**config.mk**
```make
export PLATFORM = sky130hd
export DESIGN_NAME = noc_credit_tx
export DESIGN_NICKNAME = d
export VERILOG_FILES = /design/src/rtl/noc_credit_tx.sv
export SDC_FILE = /design/constraint.sdc
export NUM_CORES = 1
export LEC_CHECK = 0
export CAP_MARGIN = 20
export CORE_AREA = 2 2 208 210
export CTS_CLUSTER_DIAMETER = 150
export CTS_CLUSTER_SIZE = 30
export DETAILED_ROUTE_END_ITERATION = 7
export DIE_AREA = 0 0 210 212
export PLACE_DENSITY = 0.57
export SETUP_SLACK_MARGIN = 0.2
export SYNTH_ARGS = -nofsm -noshare
export SYNTH_HDL_FRONTEND = slang
export SYNTH_SLANG_ARGS = --single-unit
```
**constraint.sdc**
```tcl
create_clock -name clk -period 4.9 [get_ports clk]
set_clock_uncertainty 0.05 [all_clocks]
set_input_delay 0.735 -clock clk [delete_from_list [all_inputs] [get_ports clk]]
set_output_delay 0.735 -clock clk [all_outputs]
set_load 0.02 [all_outputs]
```
**src/rtl/noc_credit_tx.sv**
```systemverilog
// Credit-based NoC injection port: forwards upstream flits to a router local port one cycle
// after acceptance, tracking downstream buffer credits. Optional stall counter: NOC_TX_STALL_CNT_EN.
module noc_credit_tx #(
   parameter int DEST_WIDTH        = 4,
   parameter int FLIT_WIDTH        = 256,
   parameter int FLIT_BUFFER_DEPTH = 2,
   parameter int STALL_CNT_WIDTH   = 32
) (
   input  logic                  clk,
   input  logic                  rst,
   input  logic [FLIT_WIDTH-1:0] in_data,
   input  logic [DEST_WIDTH-1:0] in_dest,
   input  logic                  in_last,
   input  logic                  in_valid,
   output logic                  in_ready,
   output logic [FLIT_WIDTH-1:0] data_out,
   output logic [DEST_WIDTH-1:0] dest_out,
   output logic                  is_tail_out,
   output logic                  send_out,
   input  logic                  credit_in,
   output logic                  err_credit_ovf
`ifdef NOC_TX_STALL_CNT_EN
   ,
   output logic [STALL_CNT_WIDTH-1:0] stall_count
`endif
);

   localparam int CW = $clog2(FLIT_BUFFER_DEPTH + 1);
   localparam logic [CW-1:0] CNT_MAX = CW'(FLIT_BUFFER_DEPTH);

   typedef enum logic {S_HEAD, S_BODY} state_e;

   state_e                state_q, state_d;
   logic [CW-1:0]         cnt_q, cnt_d;
   logic [DEST_WIDTH-1:0] dest_lock_q, dest_lock_d;
   logic                  send_q, send_d;
   logic [FLIT_WIDTH-1:0] data_q, data_d;
   logic [DEST_WIDTH-1:0] dest_q, dest_d;
   logic                  tail_q, tail_d;
   logic                  err_q, err_d;
   logic                  accept;

   // Ready depends only on the credit register, never on credit_in, so a
   // returned credit at zero opens the port one cycle later.
   assign in_ready = (cnt_q != '0) && !rst;
   assign accept   = in_valid && in_ready;

   always_comb begin
      state_d     = state_q;
      cnt_d       = cnt_q;
      dest_lock_d = dest_lock_q;
      send_d      = 1'b0;
      data_d      = data_q;
      dest_d      = dest_q;
      tail_d      = tail_q;
      err_d       = err_q;

      if (accept) begin
         send_d = 1'b1;
         data_d = in_data;
         tail_d = in_last;
         case (state_q)
            S_HEAD: begin
               dest_d      = in_dest;
               dest_lock_d = in_dest;
               if (!in_last) state_d = S_BODY;
            end
            S_BODY: begin
               dest_d = dest_lock_q;
               if (in_last) state_d = S_HEAD;
            end
            default: state_d = S_HEAD;
         endcase
      end

      if (accept && !credit_in) begin
         cnt_d = cnt_q - CW'(1);
      end else if (!accept && credit_in) begin
         if (cnt_q == CNT_MAX) err_d = 1'b1;
         else                  cnt_d = cnt_q + CW'(1);
      end
   end

   always_ff @(posedge clk) begin
      if (rst) begin
         state_q     <= S_HEAD;
         cnt_q       <= CNT_MAX;
         dest_lock_q <= '0;
         send_q      <= 1'b0;
         data_q      <= '0;
         dest_q      <= '0;
         tail_q      <= 1'b0;
         err_q       <= 1'b0;
      end else begin
         state_q     <= state_d;
         cnt_q       <= cnt_d;
         dest_lock_q <= dest_lock_d;
         send_q      <= send_d;
         data_q      <= data_d;
         dest_q      <= dest_d;
         tail_q      <= tail_d;
         err_q       <= err_d;
      end
   end

   assign send_out       = send_q;
   assign data_out       = data_q;
   assign dest_out       = dest_q;
   assign is_tail_out    = tail_q;
   assign err_credit_ovf = err_q;

`ifdef NOC_TX_STALL_CNT_EN
   logic [STALL_CNT_WIDTH-1:0] stall_q, stall_d;

   always_comb begin
      stall_d = stall_q;
      if (in_valid && !in_ready && (stall_q != '1)) stall_d = stall_q + STALL_CNT_WIDTH'(1);
   end

   always_ff @(posedge clk) begin
      if (rst) stall_q <= '0;
      else     stall_q <= stall_d;
   end

   assign stall_count = stall_q;
`endif

endmodule

```
==> results.txt, run 1 <==
status: completed
max-slew violations: 0
Yosys top cell area share: 52.8%
Hold Path Origin: data_out[215]$_SDFFE_PP0P_
Setup Buffers After CTS: 0
Synth Area in Compound Gates: 23.6%
row cnt: 76
Leak: 0.00678 µW
Multi-input gate area: 0.00415 mm²
most frequent cell after synthesis: dfxtp_1
share of layout cells above drive strength 1: 8.00%
dominant cells by area after synthesis: dfxtp_1 53%, and3_1 16%, a31o_1 15%
Placeable Area: 0.0425 mm²
largest family of logic cells by synthesized area: compound AO/OA/AOI/OAI gates
WP data arrival: 2850 ps
die area: 0.0445 mm²
post-synthesis simple-gate area fraction: 16.1%
Max Clk Rate: 275 MHz
Via-to-Cell Ratio: 4.78
Unique masters post-synth: 25
Layout Nets: 1655
filler cell count: 4220
crit start category: input pin
first-pass GRT wire length: 54700 µm
minimum clock period: 3640 ps
Worst-path clk slew: 110 ps
worst slew pin tran: 1000 ps
Wirelength per Cell: 18.7 µm
post_cts resized: 0
register area: 0.00541 mm²
WL final: 36100 µm
worst-path fanout max: 81
ANT nets after route: 0
largest net degree at the start of global routing: 129
Final Hold Viols: 0
XOR/XNOR Fraction of Synth Area: 0.0856%
num ports: 529
Initial Utilization: 24.1%
GRT Util Overall: 15.2%
CTS Buffer Depth: 3
DR iter-0 viols: 553
Worst Path Required: 4120 ps
H-tree depth: 1
final setup TNS: 0 ps
cell type with the largest total area after synthesis: dfxtp_1
Syn Inst Count: 952
PortBufs: 528
Power Dens Cells: 306 mW/mm²
initial antenna violation count: 2
CP Class: in -> out
reg2reg start: cnt_q[1]$_SDFFE_PP1P_
Max-cap violations: 0
sequential area share after synthesis: 52.8%
Vias: 9243
Max VDD drop: 0.267 mV
DR DRC count: 0
Setup Viol. Count Final: 0
GPL Wtd Cong: 0.744
Synth Flop Type: dfxtp_1
CTS tree: done
Synthesis Warnings: 0
hold crit path type: reg -> reg
synthesized area per cell: 10.7 µm²
R2R Setup Slk: 2500 ps
Die Height: 212 µm
Pwr Total: 4910 µW
syn nets: 1219
clk sinks: 270
Commonest cells post-synth: 270 x dfxtp_1, 256 x and3_1, 174 x a31o_1, 82 x a31o_2, 77 x clkbuf_1
Final period util: 74.2%
Post-synth EDFFs: 0
Max transition margin: 33.1%
Die X: 210 µm
clock latency on the worst-skew pair: 520 ps
Area growth syn-to-layout: 56.8%
RSZ-0062 raised after global routing: false
synthesized flop and latch total: 270
share of flip-flops with an asynchronous set or reset: 0%
Overflow after GRT: 0
drt first pass iters: 7
clock root cell: clkbuf_16
area of the mapped netlist: 0.0102 mm²
Critical Path Start: rst
HPWL Detailed: 24600 µm
number of global-route vias before repair: 9331
mux share of post-synthesis cell area: 0.391%
CTS Buf Count: 12
crit end category: output pin
Synth Area in Adders: 0.245%
Post-CTS Hold Buffers: 0
==> placed cells by master, fill, tap and decap left out, drive strengths merged, types with 3 or more instances in the layout <==
| cell | n |
|---|---|
| inv | 12 |
| a31o | 256 |
| a21oi | 7 |
| dfxtp | 270 |
| and3 | 256 |
| buf | 12 |
| o311ai | 4 |
| clkdlybuf4s50 | 527 |
| mux2i | 4 |
| o21ai | 4 |
| o31ai | 4 |
| nor2 | 3 |
| clkbuf | 13 |
| a211oi | 4 |
==> sequential cells by signal, indices dropped and copies added (netlist names) <==
signal and flops:
send_out 1, state_q 1, err_credit_ovf 1, dest_out 4, is_tail_out 1, cnt_q 2, data_out 256, dest_lock_q 4
==> report_power, final <==
part           total (µW)  internal [µW]  switching (µW)
combinational        1240            656             579
clock                1200            482             714
sequential           2470           2380            95.2
total                4910           3520            1390
==> path summary, 6_finish.rpt <==
| check | endpoint | depth (start not counted) |
|---|---|---|
| setup / recovery | in_ready | 4 |
| hold / removal | data_out[215]$_SDFFE_PP0P_ | 1 |
| setup reg to reg | cnt_q[1]$_SDFFE_PP1P_ | 7 |
| hold reg to reg | data_out[215]$_SDFFE_PP0P_ | 1 |
==> worst max-delay path, stage by stage <==
cell and delay [ps]:
clkdlybuf4s50_1 640, o21bai_4 320, inv_6 400, clkdlybuf4s50_1 710
==> logic make-up (layout without fill, tap and decap cells) <==
logic type / after synthesis / after routing
AOI/OAI and AO/OA: 281 / 281
DFF: 270 / 270
and+or+nand+nor: 265 / 265
buffers and inverters: 129 / 564
muxes: 4 / 4
adders and majority gates: 2 / 2
xor gates and xnor gates: 1 / 1
other: 0 / 1
==> stage by stage <==
| stage | worst slack (ps) | instances | hold WS [ps] | instance area (µm²) | utilization, % |
|---|---|---|---|---|---|
| after global placement | 1280 | 1920 | 404 | 15700 | 37.0 |
| final | 1260 | 1934 | 433 | 16000 | 37.7 |
| after floorplan | 2630 | 952 | 423 | 10200 | - |
| after CTS | 1260 | 1933 | 439 | 16000 | 37.7 |
| after global routing | 1160 | 1934 | 448 | 16000 | 37.7 |
| after detailed placement | 1250 | 1920 | 411 | 15700 | 37.0 |
==> per-layer routing <==
metal | vias to the layer above | part of all wire [%] | track usage [%]
met3 | 38 | 8.0 | 4.86
li1 | 4441 | - | -
met2 | 309 | 48 | 26.2
met1 | 4453 | 41 | 18.4
met4 | 2 | 2.4 | 4.08
met5 | - | 0.036 | 0
==> cell type report <==
type | count | area share, %
Timing Repair Buffer | 539 | 33.8
Sequential cell | 270 | 33.7
Multi-Input combinational cell | 553 | 25.9
Tap cell | 546 | 4.26
Clock buffer | 13 | 2.03
Inverter | 12 | 0.343
Antenna cell | 1 | 0.0156
No activity file was read; power rests on OpenSTA's default activity.
==> inputs of run 2 (changes only) <==
--- a/config.mk
+++ b/config.mk
@@ -11,7 +11,7 @@
 export CTS_CLUSTER_SIZE = 30
 export DETAILED_ROUTE_END_ITERATION = 7
 export DIE_AREA = 0 0 210 212
-export PLACE_DENSITY = 0.57
+export PLACE_DENSITY = 0.58
 export SETUP_SLACK_MARGIN = 0.2
 export SYNTH_ARGS = -nofsm -noshare
 export SYNTH_HDL_FRONTEND = slang
==> constraint.sdc (replaced) <==
create_clock -name clk -period 3.3 [get_ports clk]
set_clock_uncertainty 0.05 [all_clocks]
set_input_delay 0.495 -clock clk [delete_from_list [all_inputs] [get_ports clk]]
set_output_delay 0.495 -clock clk [all_outputs]
set_load 0.02 [all_outputs]
==> results.txt, run 2 (same netlist as run 1, synthesis figures left out) <==
status: completed (unchanged)
Post-CTS Hold Buffers: 0 (unchanged)
die area: 0.0445 mm² (unchanged)
Final period util: 78.6%
Setup Viol. Count Final: 0 (unchanged)
WP data arrival: 2050 ps (was 2850 ps)
RSZ-0062 raised after global routing: false (unchanged)
Worst Path Required: 2750 ps (was 4120 ps)
worst path cell trace: o21bai_4 > inv_6 > clkdlybuf4s50_1 (was clkdlybuf4s50_1 > o21bai_4 > inv_6 > clkdlybuf4s50_1)
Setup Buffers After CTS: 0 (unchanged)
delay-heaviest family, CP: buffers and inverters (unchanged)
DR iter-0 viols: 551 (was 553)
P_int: 5230 µW (was 3520 µW)
CTS Buffer Depth: 3 (unchanged)
Max-cap violations: 0 (unchanged)
first-pass GRT wire length: 53600 µm (was 54700 µm)
Power Dens Cells: 454 mW/mm² (was 306 mW/mm²)
buffers plus inverters on the worst setup path: 2 (was 3)
H-tree depth: 1 (unchanged)
Wirelength per Cell: 18.7 µm (about the same)
CTS Buf Count: 12 (unchanged)
register area: 0.00541 mm² (unchanged)
GRT Util Overall: 15.0% (was 15.2%)
placed insts: 1923 (was 1920)
Worst-path clk slew: 120 ps (was 110 ps)
post_cts resized: 0 (unchanged)
Overflow after GRT: 0 (unchanged)
Initial Utilization: 24.1% (unchanged)
Die Height: 212 µm (unchanged)
Via-to-Cell Ratio: 4.80 (was 4.78)
CTS tree: done (unchanged)
max-slew violations: 0 (unchanged)
clk sinks: 270 (unchanged)
number of global-route vias before repair: 9136 (was 9331)
Max VDD drop: 0.317 mV (was 0.267 mV)
Non-Filler Instances: 1936 (was 1934)
switching portion of total power: 28.4% (was 28.3%)
Max Clk Rate: 386 MHz
largest net degree at the start of global routing: 145 (was 129)
crit start category: flip-flop (was input pin)
Placeable Area: 0.0425 mm² (unchanged)
pre-CTS setup slack: 728 ps (was 1250 ps)
num ports: 529 (unchanged)
CP Class: reg -> out (was in -> out)
CP max-delay cell: clkdlybuf4s50_1 (unchanged)
Worst path max stage delay: 660 ps (was 710 ps)
drt first pass iters: 4 (was 7)
Final Cell Area: 0.0161 mm² (was 0.0160 mm²)
minimum clock period: 2590 ps
final setup TNS: 0 ps (unchanged)
ANT nets after route: 0 (unchanged)
Multi-input gate area: 0.00415 mm² (unchanged)
Layout Nets: 1658 (was 1655)
Final Hold Viols: 0 (unchanged)
share of layout cells above drive strength 1: 8.20% (was 8.00%)
NetSw: 2080 µW (was 1390 µW)
Logic pwr share: 25.2% (about the same)
clock latency on the worst-skew pair: 520 ps (about the same)
row cnt: 76 (unchanged)
PortBufs: 528 (unchanged)
sequential cell fraction of total power: 50.3% (was 50.4%)
worst slew pin tran: 769 ps (was 1000 ps)
max reg flops: 256 (unchanged)
Leak: 0.00681 µW (was 0.00678 µW)
Max transition margin: 48.7% (was 33.1%)
crit end category: output pin (unchanged)
Die X: 210 µm (unchanged)
Clk pwr share: 24.4% (about the same)
Area after DPL: 0.0158 mm² (was 0.0157 mm²)
hold crit path type: in -> reg (was reg -> reg)
DR DRC count: 0 (unchanged)
filler cell count: 4246 (was 4220)
most common cell after layout, fill and taps aside: clkdlybuf4s50_1 (unchanged)
worst-path fanout max: 32 (was 81)
Final WS setup: 706 ps (was 1260 ps)
most frequent cells in the layout: 527 x clkdlybuf4s50_1, 270 x dfxtp_1, 256 x and3_1, 174 x a31o_1, 82 x a31o_2 (unchanged)
initial antenna violation count: 0 (was 2)
HPWL Detailed: 24600 µm (about the same)
WL final: 36200 µm (was 36100 µm)
Area growth syn-to-layout: 57.3% (was 56.8%)
GPL Wtd Cong: 0.768 (was 0.744)
clock root cell: clkbuf_16 (unchanged)
ant diodes: 0 (was 1)
Vias: 9288 (was 9243)
## run 2: changes by cell type in the layout (fill, tap and decap cells not counted)
cell / delta
buf_12: +2
buf_4: +1
inv_6: -1
inv_8: +1
diode_2: -1
## run 2: final timing paths
check	startpoint	end	slack [ps]	depth (start not counted)
max reg2reg	cnt_q[0]$_SDFFE_PP0P_	cnt_q[1]$_SDFFE_PP1P_	1340	7
min reg2reg	data_out[218]$_SDFFE_PP0P_	data_out[218]$_SDFFE_PP0P_	430	1
max	cnt_q[0]$_SDFFE_PP0P_	in_ready	710	3
min	in_valid	is_tail_out$_SDFFE_PP0P_	380	3
## run 2: stage by stage
stage          hold WS (ps)  total power, µW  utilization (%)
2_1_floorplan           423             4630                -
4_1_cts                 337             7440             37.8
5_1_grt                 366             7630             37.8
3_3_place_gp            405             5590             37.1
6_report                384             7310             37.8
3_5_place_dp            411             5610             37.1
## run 2: layout make-up
cell class	instances	area share [%]
Tap cell	546	4.25
Sequential cell	270	33.6
Clock buffer	13	2.02
Inverter	12	0.358
Multi-Input combinational cell	553	25.8
Timing Repair Buffer	542	34.0
## run 2: power by group through the flow
stage	clock [µW]	sequential, µW	combinational, µW
after floorplan	0	4060	561
after global placement	0	3740	1850
after detailed placement	0	3750	1860
after CTS	1890	3680	1860
after global routing	1970	3710	1950
final	1790	3680	1840
## run 2: metal layers
layer / wire length (µm) / global-route usage [%]
met4: 997 / 4.43
met3: 2700 / 4.12
met5: 0 / 0
met1: 15000 / 18.1
met2: 17600 / 26.0
## run 2: worst min-delay path: stages
cell	delay (ps)
buf_6	190
nand3_1	140
a21oi_1	60
